## src/rtl/multdiv_if.sv

```systemverilog
// Operand/control/result bundle between the execute-stage pipeline and the multdiv unit.
// Handshake: ctrl_MULT/ctrl_DIV are one-cycle start pulses. Operands are captured on the
// same rising edge. data_resultRDY is a one-cycle pulse that qualifies data_result and
// data_exception. busy is high while an operation is in flight. A start while busy aborts
// the operation in flight. There is no backpressure.
interface multdiv_if #(parameter int WIDTH = 32);
  logic [WIDTH-1:0] data_operandA;
  logic [WIDTH-1:0] data_operandB;
  logic             ctrl_MULT;
  logic             ctrl_DIV;
  logic [WIDTH-1:0] data_result;
  logic             data_exception;
  logic             data_resultRDY;
  logic             busy;
  logic [1:0]       state_dbg;

  modport master (
    output data_operandA, data_operandB, ctrl_MULT, ctrl_DIV,
    input  data_result, data_exception, data_resultRDY, busy, state_dbg
  );

  modport slave (
    input  data_operandA, data_operandB, ctrl_MULT, ctrl_DIV,
    output data_result, data_exception, data_resultRDY, busy, state_dbg
  );
endinterface

```

## src/rtl/multdiv.sv

```systemverilog
// Multi-cycle signed multiply (radix-4 Booth) / divide (restoring) unit.
// Results are written to the register file on the data_resultRDY pulse.
module multdiv #(
  parameter int WIDTH        = 32,
  parameter int MULT_LATENCY = 17,
  parameter int DIV_LATENCY  = 33
) (
  input  logic      clock,
  input  logic      ctrl_reset,
  multdiv_if.slave  bus
);

  typedef enum logic [1:0] {
    IDLE    = 2'd0,
    MUL_RUN = 2'd1,
    DIV_RUN = 2'd2,
    DONE    = 2'd3
  } state_t;

  localparam logic [5:0] MUL_LAST = 6'(MULT_LATENCY - 1);
  localparam logic [5:0] DIV_LAST = 6'(DIV_LATENCY - 1);
  localparam logic [WIDTH-1:0] MIN_NEG = {1'b1, {(WIDTH-1){1'b0}}};

  state_t state, state_next;
  logic [5:0] cnt;
  logic       zero_pend;

  logic start_mul, start_div, start_any, div_zero;

  logic [2*WIDTH-1:0] acc;
  logic [2*WIDTH-1:0] mcand;
  logic [WIDTH:0]     mq;
  logic [2*WIDTH-1:0] booth_add;

  logic [WIDTH-1:0] dq;
  logic [WIDTH-1:0] dd;
  logic [WIDTH-1:0] rem;
  logic             neg;
  logic             ovf;
  logic [WIDTH:0]   rem_shift;
  logic [WIDTH:0]   rem_diff;
  logic [WIDTH-1:0] abs_a, abs_b;

  logic [WIDTH-1:0] result;
  logic             exc;

  assign start_mul = bus.ctrl_MULT;
  assign start_div = bus.ctrl_DIV & ~bus.ctrl_MULT;
  assign start_any = bus.ctrl_MULT | bus.ctrl_DIV;
  assign div_zero  = (bus.data_operandB == '0);

  assign abs_a = bus.data_operandA[WIDTH-1] ? -bus.data_operandA : bus.data_operandA;
  assign abs_b = bus.data_operandB[WIDTH-1] ? -bus.data_operandB : bus.data_operandB;

  always_ff @(posedge clock or posedge ctrl_reset) begin
    if (ctrl_reset) state <= IDLE;
    else            state <= state_next;
  end

  // A start pulse overrides whatever is in flight; a zero divisor spends one
  // pending cycle in IDLE before presenting its result.
  always_comb begin
    state_next = state;
    if (start_mul) begin
      state_next = MUL_RUN;
    end else if (start_div) begin
      state_next = div_zero ? IDLE : DIV_RUN;
    end else begin
      unique case (state)
        IDLE:    if (zero_pend) state_next = DONE;
        MUL_RUN: if (cnt == MUL_LAST) state_next = DONE;
        DIV_RUN: if (cnt == DIV_LAST) state_next = DONE;
        DONE:    state_next = IDLE;
        default: state_next = IDLE;
      endcase
    end
  end

  always_ff @(posedge clock or posedge ctrl_reset) begin
    if (ctrl_reset) begin
      cnt       <= '0;
      zero_pend <= 1'b0;
    end else begin
      zero_pend <= start_div & div_zero;
      if (start_any)                                  cnt <= '0;
      else if (state == MUL_RUN || state == DIV_RUN)  cnt <= cnt + 6'd1;
      else                                            cnt <= '0;
    end
  end

  // Booth digit from multiplier bits (2i+1, 2i, 2i-1).
  always_comb begin
    booth_add = '0;
    unique case (mq[2:0])
      3'b001, 3'b010: booth_add = mcand;
      3'b011:         booth_add = mcand << 1;
      3'b100:         booth_add = -(mcand << 1);
      3'b101, 3'b110: booth_add = -mcand;
      default:        booth_add = '0;
    endcase
  end

  assign rem_shift = {rem, dq[WIDTH-1]};
  assign rem_diff  = rem_shift - {1'b0, dd};

  always_ff @(posedge clock or posedge ctrl_reset) begin
    if (ctrl_reset) begin
      acc    <= '0;
      mcand  <= '0;
      mq     <= '0;
      dq     <= '0;
      dd     <= '0;
      rem    <= '0;
      neg    <= 1'b0;
      ovf    <= 1'b0;
      result <= '0;
      exc    <= 1'b0;
    end else begin
      if (start_mul) begin
        acc   <= '0;
        mcand <= {{WIDTH{bus.data_operandA[WIDTH-1]}}, bus.data_operandA};
        mq    <= {bus.data_operandB, 1'b0};
      end else if (start_div) begin
        dq  <= abs_a;
        dd  <= abs_b;
        rem <= '0;
        neg <= bus.data_operandA[WIDTH-1] ^ bus.data_operandB[WIDTH-1];
        ovf <= (bus.data_operandA == MIN_NEG) && (bus.data_operandB == '1);
      end else if (state == MUL_RUN && cnt < MUL_LAST) begin
        acc   <= acc + booth_add;
        mcand <= mcand << 2;
        mq    <= {{2{mq[WIDTH]}}, mq[WIDTH:2]};
      end else if (state == DIV_RUN && cnt < DIV_LAST) begin
        if (!rem_diff[WIDTH]) begin
          rem <= rem_diff[WIDTH-1:0];
          dq  <= {dq[WIDTH-2:0], 1'b1};
        end else begin
          rem <= rem_shift[WIDTH-1:0];
          dq  <= {dq[WIDTH-2:0], 1'b0};
        end
      end

      if (state_next == DONE) begin
        unique case (state)
          MUL_RUN: begin
            result <= acc[WIDTH-1:0];
            exc    <= (acc[2*WIDTH-1:WIDTH] != {WIDTH{acc[WIDTH-1]}});
          end
          DIV_RUN: begin
            result <= neg ? -dq : dq;
            exc    <= ovf;
          end
          default: begin
            result <= '0;
            exc    <= 1'b1;
          end
        endcase
      end
    end
  end

  assign bus.data_result    = result;
  assign bus.data_exception = exc;
  assign bus.data_resultRDY = (state == DONE);
  assign bus.busy           = (state == MUL_RUN) || (state == DIV_RUN) || zero_pend;
  assign bus.state_dbg      = state;

endmodule

```

## src/flat_wrapper.sv

```systemverilog
// flat-port wrapper written by rule: the top's interface ports become plain ports
module multdiv_flat 
#(
  parameter int WIDTH        = 32,
  parameter int MULT_LATENCY = 17,
  parameter int DIV_LATENCY  = 33
)
  (clock, ctrl_reset, bus_data_operandA, bus_data_operandB, bus_ctrl_MULT, bus_ctrl_DIV, bus_data_result, bus_data_exception, bus_data_resultRDY, bus_busy, bus_state_dbg);
  multdiv_if #(.WIDTH(WIDTH)) bus_i ();
  input  logic clock;
  input  logic ctrl_reset;
  input wire logic [$bits(bus_i.data_operandA)-1:0] bus_data_operandA;
  input wire logic [$bits(bus_i.data_operandB)-1:0] bus_data_operandB;
  input wire logic [$bits(bus_i.ctrl_MULT)-1:0] bus_ctrl_MULT;
  input wire logic [$bits(bus_i.ctrl_DIV)-1:0] bus_ctrl_DIV;
  output wire logic [$bits(bus_i.data_result)-1:0] bus_data_result;
  output wire logic [$bits(bus_i.data_exception)-1:0] bus_data_exception;
  output wire logic [$bits(bus_i.data_resultRDY)-1:0] bus_data_resultRDY;
  output wire logic [$bits(bus_i.busy)-1:0] bus_busy;
  output wire logic [$bits(bus_i.state_dbg)-1:0] bus_state_dbg;
  assign bus_i.data_operandA = bus_data_operandA;
  assign bus_i.data_operandB = bus_data_operandB;
  assign bus_i.ctrl_MULT = bus_ctrl_MULT;
  assign bus_i.ctrl_DIV = bus_ctrl_DIV;
  assign bus_data_result = bus_i.data_result;
  assign bus_data_exception = bus_i.data_exception;
  assign bus_data_resultRDY = bus_i.data_resultRDY;
  assign bus_busy = bus_i.busy;
  assign bus_state_dbg = bus_i.state_dbg;
  multdiv #(.WIDTH(WIDTH), .MULT_LATENCY(MULT_LATENCY), .DIV_LATENCY(DIV_LATENCY)) u_core (.clock(clock), .ctrl_reset(ctrl_reset), .bus(bus_i));
endmodule
```

## config.mk

```make
export PLATFORM = sky130hd
export DESIGN_NAME = multdiv_flat
export DESIGN_NICKNAME = d
export VERILOG_FILES = /design/src/rtl/multdiv_if.sv /design/src/rtl/multdiv.sv /design/src/flat_wrapper.sv
export SDC_FILE = /design/constraint.sdc
export NUM_CORES = 1
export LEC_CHECK = 0
export CAP_MARGIN = 5
export CORE_ASPECT_RATIO = 1.1
export CORE_MARGIN = 2
export CORE_UTILIZATION = 25
export CTS_CLUSTER_DIAMETER = 200
export DETAILED_ROUTE_END_ITERATION = 10
export SLEW_MARGIN = 20
export SYNTH_ARGS = -nofsm -noshare
export SYNTH_HDL_FRONTEND = slang
export SYNTH_SLANG_ARGS = --single-unit
```

## constraint.sdc

```tcl
create_clock -name clock -period 25.7 [get_ports clock]
set_clock_uncertainty 0.05 [all_clocks]
set_input_delay 6.425 -clock clock [delete_from_list [all_inputs] [get_ports clock]]
set_output_delay 6.425 -clock clock [all_outputs]
set_load 0.03 [all_outputs]
```

* Yosys cells after proc, flatten, opt, wreduce, memory -nomap -nowiden
Cells that the tools add are included.
** Cells by class
- Add/sub/neg operators :: 8
- $lt $le $gt $ge :: 2
- Equality and inequality tests :: 17
- Muxes and demuxes :: 32
- Bitwise gates (word level) :: 5
- Reduce and logical (&&, ||, !) cells :: 14
** Operators by type and width (number)
- two-way mux 64 bit :: 6
- two-way mux 32 bit :: 11
- case mux 64 bit (4 select lines) :: 1
- negation 64 bit :: 2
- negation 32 bit :: 3
- two-way mux 33 bit :: 2
- adder 64 bit :: 1
- equality test 32 bit, second input constant :: 2
- case mux 32 bit (2 select lines) :: 1
- subtractor 33 x 32 -> 33 bit :: 1
- zero test 32 bit :: 1
- != test 32 bit :: 1
- two-way mux 2 bit :: 6
- two-way mux 6 bit :: 2
- equality test 3 bit, second input constant :: 3
- case mux 2 bit (4 select lines) :: 1
- adder 6 x 1 -> 6 bit, second input constant :: 1
- equality test 2 bit, second input constant :: 3
- equality test 3 x 2 -> 1 bit, second input constant :: 2
- equality test 6 x 5 -> 1 bit, second input constant :: 1
- equality test 6 bit, second input constant :: 1
- < comparator 6 x 5 -> 1 bit, second input constant :: 1
- < comparator 6 bit, second input constant :: 1
- AND reduction 2 bit :: 2
- other kinds (16) :: 22
** Word-level totals
- Flip-flop bits (word level) :: 301
- Input bits :: 68
- Output and inout port bits :: 37
- Logic and storage cells :: 92

* Longest topological paths before layout
Gate-level depths: netlist of run 1.
- Depth in word-level cells :: 7
- Gate-level depth with buffers :: 23
- Depth with buffers taken out :: 23

* Worst setup path before layout of run 1
Ideal clock, no wire load.
- Path type :: input to register
- From :: input bus_data_operandB[0]
- To :: register u_core.result[21], in the netlist u_core.bus.data_result[21]
- Library setup time :: 0.121 ns
- Arrival time :: 8.924 ns
- Data required time :: 25.529 ns
- Setup slack :: 16.605 ns
- Stages :: 13
- Path buffers :: 2
- Cells stage by stage :: inv_1 > ha_1 > or3b_2 > nor4_2 > nand3_1 > or4_4 > or3_4 > a21oi_2 > or3_1 > buf_6 > buf_6 > nor2_1 > a22o_1
** Between the ends
- Longest elaborated chain between the ends :: 5
** Ends and longest elaborated chain
- start, declared :: line flat_wrapper.sv:13 : input wire logic [$bits(bus_i.data_operandB)-1:0] bus_data_operandB;
- zero test 32 bit :: line multdiv.sv:50 : assign div_zero = (bus.data_operandB == '0);
- two-way mux 2 bit :: line multdiv.sv:67 : state_next = div_zero ? IDLE : DIV_RUN;
- two-way mux 2 bit :: line multdiv.sv:66 : end else if (start_div) begin
- two-way mux 2 bit :: line multdiv.sv:64 : if (start_mul) begin
- equality test 2 bit :: line multdiv.sv:143 : if (state_next == DONE) begin
- end signal, assigned :: line multdiv.sv:146 : result <= acc[WIDTH-1:0];
- end signal, assigned :: line multdiv.sv:150 : result <= neg ? -dq : dq;
- end, declared :: line multdiv.sv:44 : logic [WIDTH-1:0] result;
Every way passes these cells.
A chain may end at the register's enable or synchronous reset.

* Worst setup path in the final report of run 1
Same ends and word-level chain as after synthesis.

==> results of run 1 <==
layout by cell type, fill, tap and decap left out, types with 19 or more instances in the layout:
master,count
xnor2_1,110
a22oi_1,70
nand4_1,32
xor2_1,123
mux2i_1,101
a21o_1,47
a21oi_1,177
ha_1,107
or4_1,19
clkdlybuf4s50_1,103
o21bai_1,22
a31oi_1,54
a22o_1,32
nand2b_1,29
buf_4,31
clkbuf_16,36
nand2_1,539
nor2_1,148
inv_1,70
o21ai_0,343
o31ai_1,39
dfrtp_1,300
nor3_1,62
nor4_1,24
or3_1,25
nand3_1,44
flip-flops by register name, summed over array words and instances, names as in the netlist:
| register | count |
|---|---|
| u_core.acc | 64 |
| u_core.mcand | 64 |
| u_core.mq | 33 |
| u_core.bus.data_result | 32 |
| u_core.dd | 32 |
| u_core.dq | 32 |
| u_core.rem | 32 |
| u_core.cnt | 6 |
| u_core.bus.state_dbg | 2 |
| u_core.bus.data_exception | 1 |
| u_core.neg | 1 |
| u_core.ovf | 1 |
| u_core.zero_pend | 1 |
kinds of logic after synthesis:
logic type                 share of synthesized area [%]
and+or+nand+nor                                     20.4
AOI/OAI and AO/OA                                   24.3
DFF                                                 31.7
buffers and inverters                               4.77
xor gates and xnor gates                            8.69
adders and majority gates                           5.80
muxes                                               4.34
per-layer routing:
| metal | part of all wire (%) | track usage [%] | up-vias | wire length, um |
|---|---|---|---|---|
| li1 | - | - | 10700 | - |
| met1 | 44 | 20.3 | 10800 | 34500 |
| met2 | 49 | 26.9 | 529 | 38100 |
| met3 | 4.6 | 2.11 | 103 | 3600 |
| met4 | 2.5 | 4.56 | 2 | 1940 |
| met5 | 0.017 | 0 | - | 13 |
report_power, final:
part	switching (mW)	internal, mW	total (mW)	leakage [nW]
clock network	0.224	0.305	0.530	0.581
registers	0.0743	0.523	0.598	3.86
logic	0.328	0.200	0.528	6.77
cell usage after synthesis, types with 13 or more instances:
| cell type | instances | area, um^2 |
|---|---|---|
| nor2b_1 | 14 | 87.6 |
| or3_1 | 27 | 169 |
| nand3_1 | 44 | 220 |
| a31oi_1 | 55 | 344 |
| nand2_1 | 541 | 2030 |
| ha_1 | 107 | 1340 |
| o21ai_0 | 343 | 1720 |
| mux2i_1 | 101 | 1010 |
| a22o_1 | 32 | 280 |
| a21oi_1 | 177 | 886 |
| xor2_1 | 123 | 1080 |
| a22oi_1 | 70 | 526 |
| inv_1 | 71 | 267 |
| nor4_1 | 26 | 163 |
| a21o_1 | 47 | 353 |
| xnor2_1 | 110 | 963 |
| nand4_1 | 32 | 200 |
| nor2_1 | 151 | 567 |
| nor3_1 | 63 | 315 |
| o31ai_1 | 39 | 293 |
| a211oi_1 | 18 | 135 |
| dfrtp_1 | 301 | 7530 |
| or2_2 | 16 | 100 |
| and3_1 | 18 | 113 |
| o41ai_1 | 16 | 140 |
| or4_1 | 19 | 143 |
| clkbuf_1 | 183 | 687 |
| o21a_1 | 13 | 97.6 |
| o21bai_1 | 22 | 165 |
| nand2b_1 | 30 | 188 |
layout make-up:
cell class,count,share of cell area (%)
clock inverters,14,0.671
repair buffers,135,4.72
well taps,1260,5.83
clock buffers,50,3.71
multi-input cells,2416,56.2
flip-flops and latches,301,27.9
inverters,72,1.03
diodes,1,0.00926
path summary, 6_finish.rpt:
path | end | slack, ps | cells after the start
min in group asynchronous | u_core.mq[3]$_DFFE_PP0P_ | 6400 | 2
worst max-delay path | u_core.bus.data_result[21]$_DFFE_PP0N_ | 15650 | 12
max in group asynchronous | u_core.acc[18]$_DFFE_PP0P_ | 17690 | 3
worst min-delay path | u_core.dd[27]$_DFFE_PP0P_ | 420 | 2
worst max register to register | u_core.acc[47]$_DFFE_PP0P_ | 18860 | 15
worst min register to register | u_core.dd[27]$_DFFE_PP0P_ | 420 | 2
critical path, cell delays in order:
cell	delay, ps
clkdlybuf4s50_1	480
inv_1	110
ha_1	170
or3b_2	510
nor4_2	280
nand3_1	170
or4_4	470
or3_4	430
a21oi_2	200
or3_2	810
nor2_1	110
a22o_1	220
per-stage QoR:
step	utilization [%]	power [mW]
2_1_floorplan	-	0.961
3_3_place_gp	27.4	1.12
3_5_place_dp	27.4	1.13
4_1_cts	28.7	1.66
5_1_grt	28.7	1.75
6_report	28.7	1.65
==> flow_summary_export.csv, run 1 <==
group,metric,value,unit
floorplanning,die_y,328,um
global_route,grt-ovfl-total,0,
finish,nets,3139,
finish,multi_input_area,15200,um^2
synth,async_flop_share,100,%
synth,seq_area_frac_synth,31.7,%
placement,dpl_worst_slack,15060,ps
global_route,grt_pass1_wl,123,mm
floorplanning,initial_core_util,25.3,%
synth,yosys_warnings,0,
clocking,clk_latency,590,ps
clocking,clkTransAtPathRegs,60,ps
critical_path,arrival,10450,ps
synth,ys_ff_latch,301,
sta,hold_viol,0,
synth,synthDistinctLibCells,90,
drt,vias_per_cell,5.20,
clocking,cts_resized,0,
floorplanning,die_area,97700,um^2
critical_path,worstPathRequired,26110,ps
finish,stdcell_count,4249,
global_route,grt_antenna_before_repair,2,
placement,dpl.hpwl,55.3,mm
synth,syn-num-nets,3180,
sta,slew_headroom,20.9,%
sta,setup_viol,0,
synth,syn_inst,3003,
critical_path,path_max_fanout,64,
placement,place_area,25800,um^2
global_route,track_usage,15.6,%
synth,syn_area,23800,um^2
drt,ant_nets,0,
critical_path,r2r_start,"u_core.mq[0]$_DFFE_PP0P_",
sta,hold_slack,424,ps
finish,design_area,27000,um^2
synth,synth-edff-count,0,
clocking,cts_buffer_depth,3,
floorplanning,rows,118,
placement,port_buffers,104,
sta,tightest_slew,1180,ps
worst_hold_path,hold_start,"u_core.dd[27]$_DFFE_PP0P_",
clocking,cts_made_buffers,36,
floorplanning,ios,105,
synth,syn_area_per_cell,7.92,um^2
clocking,root_buffer,"clkbuf_16",
power,vdd_drop_max,0.0435,mV
placement,finalWeightedCongestion,0.916,
drt,drtIter0Drc,1920,
sta,finalCritPeriodShare,39.1,%
sta,rsz0062_at_grt,"false",
drt,drc,0,
floorplanning,core_area,94200,um^2
drt,drt_wl_total,78.1,mm
run,maxCapViolCount,0,
clocking,cts_hold_buffers,0,
placement,place_inst,4184,
power,p_leak,11.2,nW
global_route,first_global_vias,20900,
floorplanning,die_w,298,um
clocking,cts_tree,"built",
critical_path,cp-startpoint,"bus_data_operandB[0]",
clocking,postCtsSetupRepairBufs,0,
worst_hold_path,min_path_type,"flip-flop to flip-flop",
clocking,cts_htree_levels,2,
drt,wire_per_inst,18.4,um
finish,syn_to_final_growth,13.6,%
critical_path,start_kind,"input pin",
finish,drive_gt1_share,5.25,%
synth,ys.flop_type,"dfrtp_1",
sta,final-max-slew-violation-count,0,
drt,via_count,22100,
sta,finalSetupTns,0,ps
finish,regArea,7530,um^2
run_status,outcome,"finished clean",
power,power_density,61.2,nW/um^2
sta,fmax,99.5,MHz
drt,firstDrtPassIters,6,
critical_path,crit_type,"input pin to flip-flop",
global_route,grt_max_degree,130,
sta,layout_min_cycle_time,10050,ps
sta,setup_ws,15650,ps
clocking,clock-sinks,301,
finish,fill_cells,10200,
critical_path,crit_path_end_kind,"flip-flop",
Power figures use the tool's default switching activity.
==> run 2, diff against run 1 <==
==> constraint.sdc (replaced) <==
create_clock -name clock -period 9.2 [get_ports clock]
set_clock_uncertainty 0.05 [all_clocks]
set_input_delay 2.3 -clock clock [delete_from_list [all_inputs] [get_ports clock]]
set_output_delay 2.3 -clock clock [all_outputs]
set_load 0.03 [all_outputs]
==> run 2 against run 1 <==
Worst setup slack worse by 13000 ps. Power grew to 2.9 times the previous value. Cell area is 0.59% higher. Critical path depth is 5 higher. Global-route usage is 0.15 points lower. Wire length is 1.2% lower. Sequential share of layout area is 0.16 points lower. Clock-buffer cell count is 2 lower. Non-clock buffer count stayed put. Clock power grew to 3.1 times the previous value. Highest routed layer is now met4.
==> flow_summary_export.csv, run 2 (synthesized netlist as in run 1, its figures left out) <==
group,metric,value,unit
finish,syn_to_final_growth,14.3,%
drt,via_count,22200,
floorplanning,initial_core_util,25.3,%
sta,finalCritPeriodShare,66.4,%
finish,reg_top3,"u_core.acc x64, u_core.mcand x64, u_core.mq x33",
sta,hold_viol,0,
floorplanning,die_w,298,um
clocking,cts_made_buffers,37,
placement,port_buffers,104,
placement,place_inst,4184,
critical_path,max_stage_delay,710,ps
drt,drtIter0Drc,1813,
clocking,clock-sinks,301,
critical_path,path_max_fanout,39,
finish,regArea,7530,um^2
clocking,cts_buffer_depth,3,
sta,fmax,164,MHz
finish,utilization,28.9,%
sta,setup_viol,0,
clocking,root_buffer,"clkbuf_16",
finish,nets,3140,
worst_hold_path,worstHoldPathCells,2,
sta,setup_ws,3090,ps
floorplanning,rows,118,
sta,layout_min_cycle_time,6110,ps
critical_path,crit_path_end_kind,"flip-flop",
critical_path,reg2regPathDepth,17,
drt,firstDrtPassIters,5,
drt,ant_nets,0,
clocking,postCtsSetupRepairBufs,0,
critical_path,cp_cell_sequence,"and2_1, nand2b_1, buf_4, o21ai_0, a22oi_1, o21ai_0, ha_1, o211ai_1, a21oi_1, o21ai_0, a211oi_1, nor2_1, o21ai_0, a21oi_1, o41ai_1, nor4b_1, a311o_1",
drt,drc,0,
drt,vias_per_cell,5.22,
run_status,outcome,"finished clean",
finish,mostFrequentLayoutCells,"539 x nand2_1, 343 x o21ai_0, 300 x dfrtp_1, 177 x a21oi_1, 148 x nor2_1",
global_route,track_usage,15.5,%
floorplanning,die_y,328,um
sta,final-max-slew-violation-count,0,
finish,diodes,0,
clocking,clk_latency,570,ps
clocking,cts_htree_levels,2,
critical_path,start_kind,"flip-flop",
global_route,grt_pass1_wl,123,mm
finish,stdcell_count,4250,
critical_path,cpMaxStageDelayCell,"o41ai_1",
finish,multi_input_area,15200,um^2
critical_path,r2r_end,"u_core.acc[47]$_DFFE_PP0P_",
placement,dpl.hpwl,55.0,mm
placement,dpl_worst_slack,2690,ps
critical_path,path_common_cell,"o21ai_0",
clocking,cts_resized,0,
power,p_leak,11.3,nW
sta,slew_headroom,31.8,%
clocking,cts_hold_buffers,0,
power,power_density,175,nW/um^2
clocking,cts_tree,"built",
critical_path,worstPathRequired,9650,ps
clocking,clkTransAtPathRegs,70,ps
worst_hold_path,min_to,"u_core.dd[7]$_DFFE_PP0P_",
finish,final_common_cell,"nand2_1",
critical_path,critPathTopFamily,"compound AO/OA/AOI/OAI gates",
worst_hold_path,min_path_type,"flip-flop to flip-flop",
finish,drive_gt1_share,5.52,%
global_route,first_global_vias,21100,
floorplanning,core_area,94200,um^2
global_route,grt_antenna_before_repair,0,
placement,finalWeightedCongestion,0.894,
global_route,grt-ovfl-total,0,
critical_path,cp_num_buf_inv,1,
critical_path,reg2reg_slack,3090,ps
run,maxCapViolCount,0,
global_route,grt_max_degree,152,
floorplanning,die_area,97700,um^2
sta,rsz0062_at_grt,"false",
finish,fill_cells,10200,
drt,wire_per_inst,18.2,um
sta,tightest_slew,1020,ps
sta,hold_slack,430,ps
worst_hold_path,hold_start,"u_core.dd[7]$_DFFE_PP0P_",
critical_path,r2r_start,"u_core.mq[1]$_DFFE_PP0P_",
drt,drt_wl_total,77.2,mm
floorplanning,ios,105,
critical_path,crit_type,"flip-flop to flip-flop",
sta,finalSetupTns,0,ps
power,vdd_drop_max,0.141,mV
critical_path,arrival,6560,ps
## run 2: changes by cell type in the layout (fill, tap and decap cells not counted), moves of 2 or more
| cell | previous run | this run |
|---|---|---|
| buf_12 | 0 | 2 |
| inv_6 | 0 | 3 |
| clkbuf_1 | 9 | 1 |
| bufinv_16 | 3 | 5 |
| clkinvlp_4 | 1 | 3 |
| clkinv_8 | 3 | 0 |
| buf_4 | 31 | 29 |
| clkbuf_8 | 5 | 8 |
| clkbuf_16 | 36 | 39 |
## run 2: worst max-delay path by stage
| stage | cells past startpoint | slack, ps | start | endpoint |
|---|---|---|---|---|
| after CTS | 17 | 3160 | u_core.mq[1]$_DFFE_PP0P_ | u_core.acc[47]$_DFFE_PP0P_ |
| after floorplan | 1 | 2850 | ctrl_reset | u_core.acc[0]$_DFFE_PP0P_ |
| after global routing | 17 | 2620 | u_core.mq[1]$_DFFE_PP0P_ | u_core.acc[47]$_DFFE_PP0P_ |
| final | 17 | 3090 | u_core.mq[1]$_DFFE_PP0P_ | u_core.acc[47]$_DFFE_PP0P_ |
| after detailed placement | 12 | 2690 | bus_data_operandB[0] | u_core.bus.data_result[30]$_DFFE_PP0N_ |
| after global placement | 12 | 2760 | bus_data_operandB[0] | u_core.bus.data_result[23]$_DFFE_PP0N_ |
## run 2: power by group
| group | switching, mW | internal, mW | leakage (nW) | total [mW] |
|---|---|---|---|---|
| Combinational | 0.905 | 0.560 | 6.77 | 1.46 |
| Clock | 0.640 | 0.981 | 0.657 | 1.62 |
| Sequential | 0.211 | 1.46 | 3.86 | 1.67 |
## run 2: stage by stage
stage	power [mW]	area [um^2]
2_1_floorplan	2.69	23800
3_3_place_gp	3.13	25900
3_5_place_dp	3.14	25900
4_1_cts	4.79	27200
5_1_grt	5.02	27200
6_report	4.76	27200
## run 2: routing by layer
| metal | vias up | part of all wire (%) | track usage [%] |
|---|---|---|---|
| met4 | 0 | 3.4 | 5.56 |
| met3 | 107 | 5.0 | 2.00 |
| met5 | - | 0 | 0 |
| li1 | 10700 | - | - |
| met2 | 609 | 48 | 26.4 |
| met1 | 10800 | 43 | 20.0 |
## run 2: final cells by class
type | count | area share [%]
clock inverter | 18 | 0.888
sequential | 301 | 27.7
multi-input combinational | 2416 | 55.8
tap | 1260 | 5.80
inverter | 72 | 1.01
clock buffer | 48 | 4.01
timing repair buffer | 135 | 4.78
## run 2: tightest hold or removal path: cells and delay by family (launching register included)
family,cells,cell delay (ps)
flip-flops,1,340
AO/OA/AOI/OAI,1,60
AND/OR/NAND/NOR,1,50
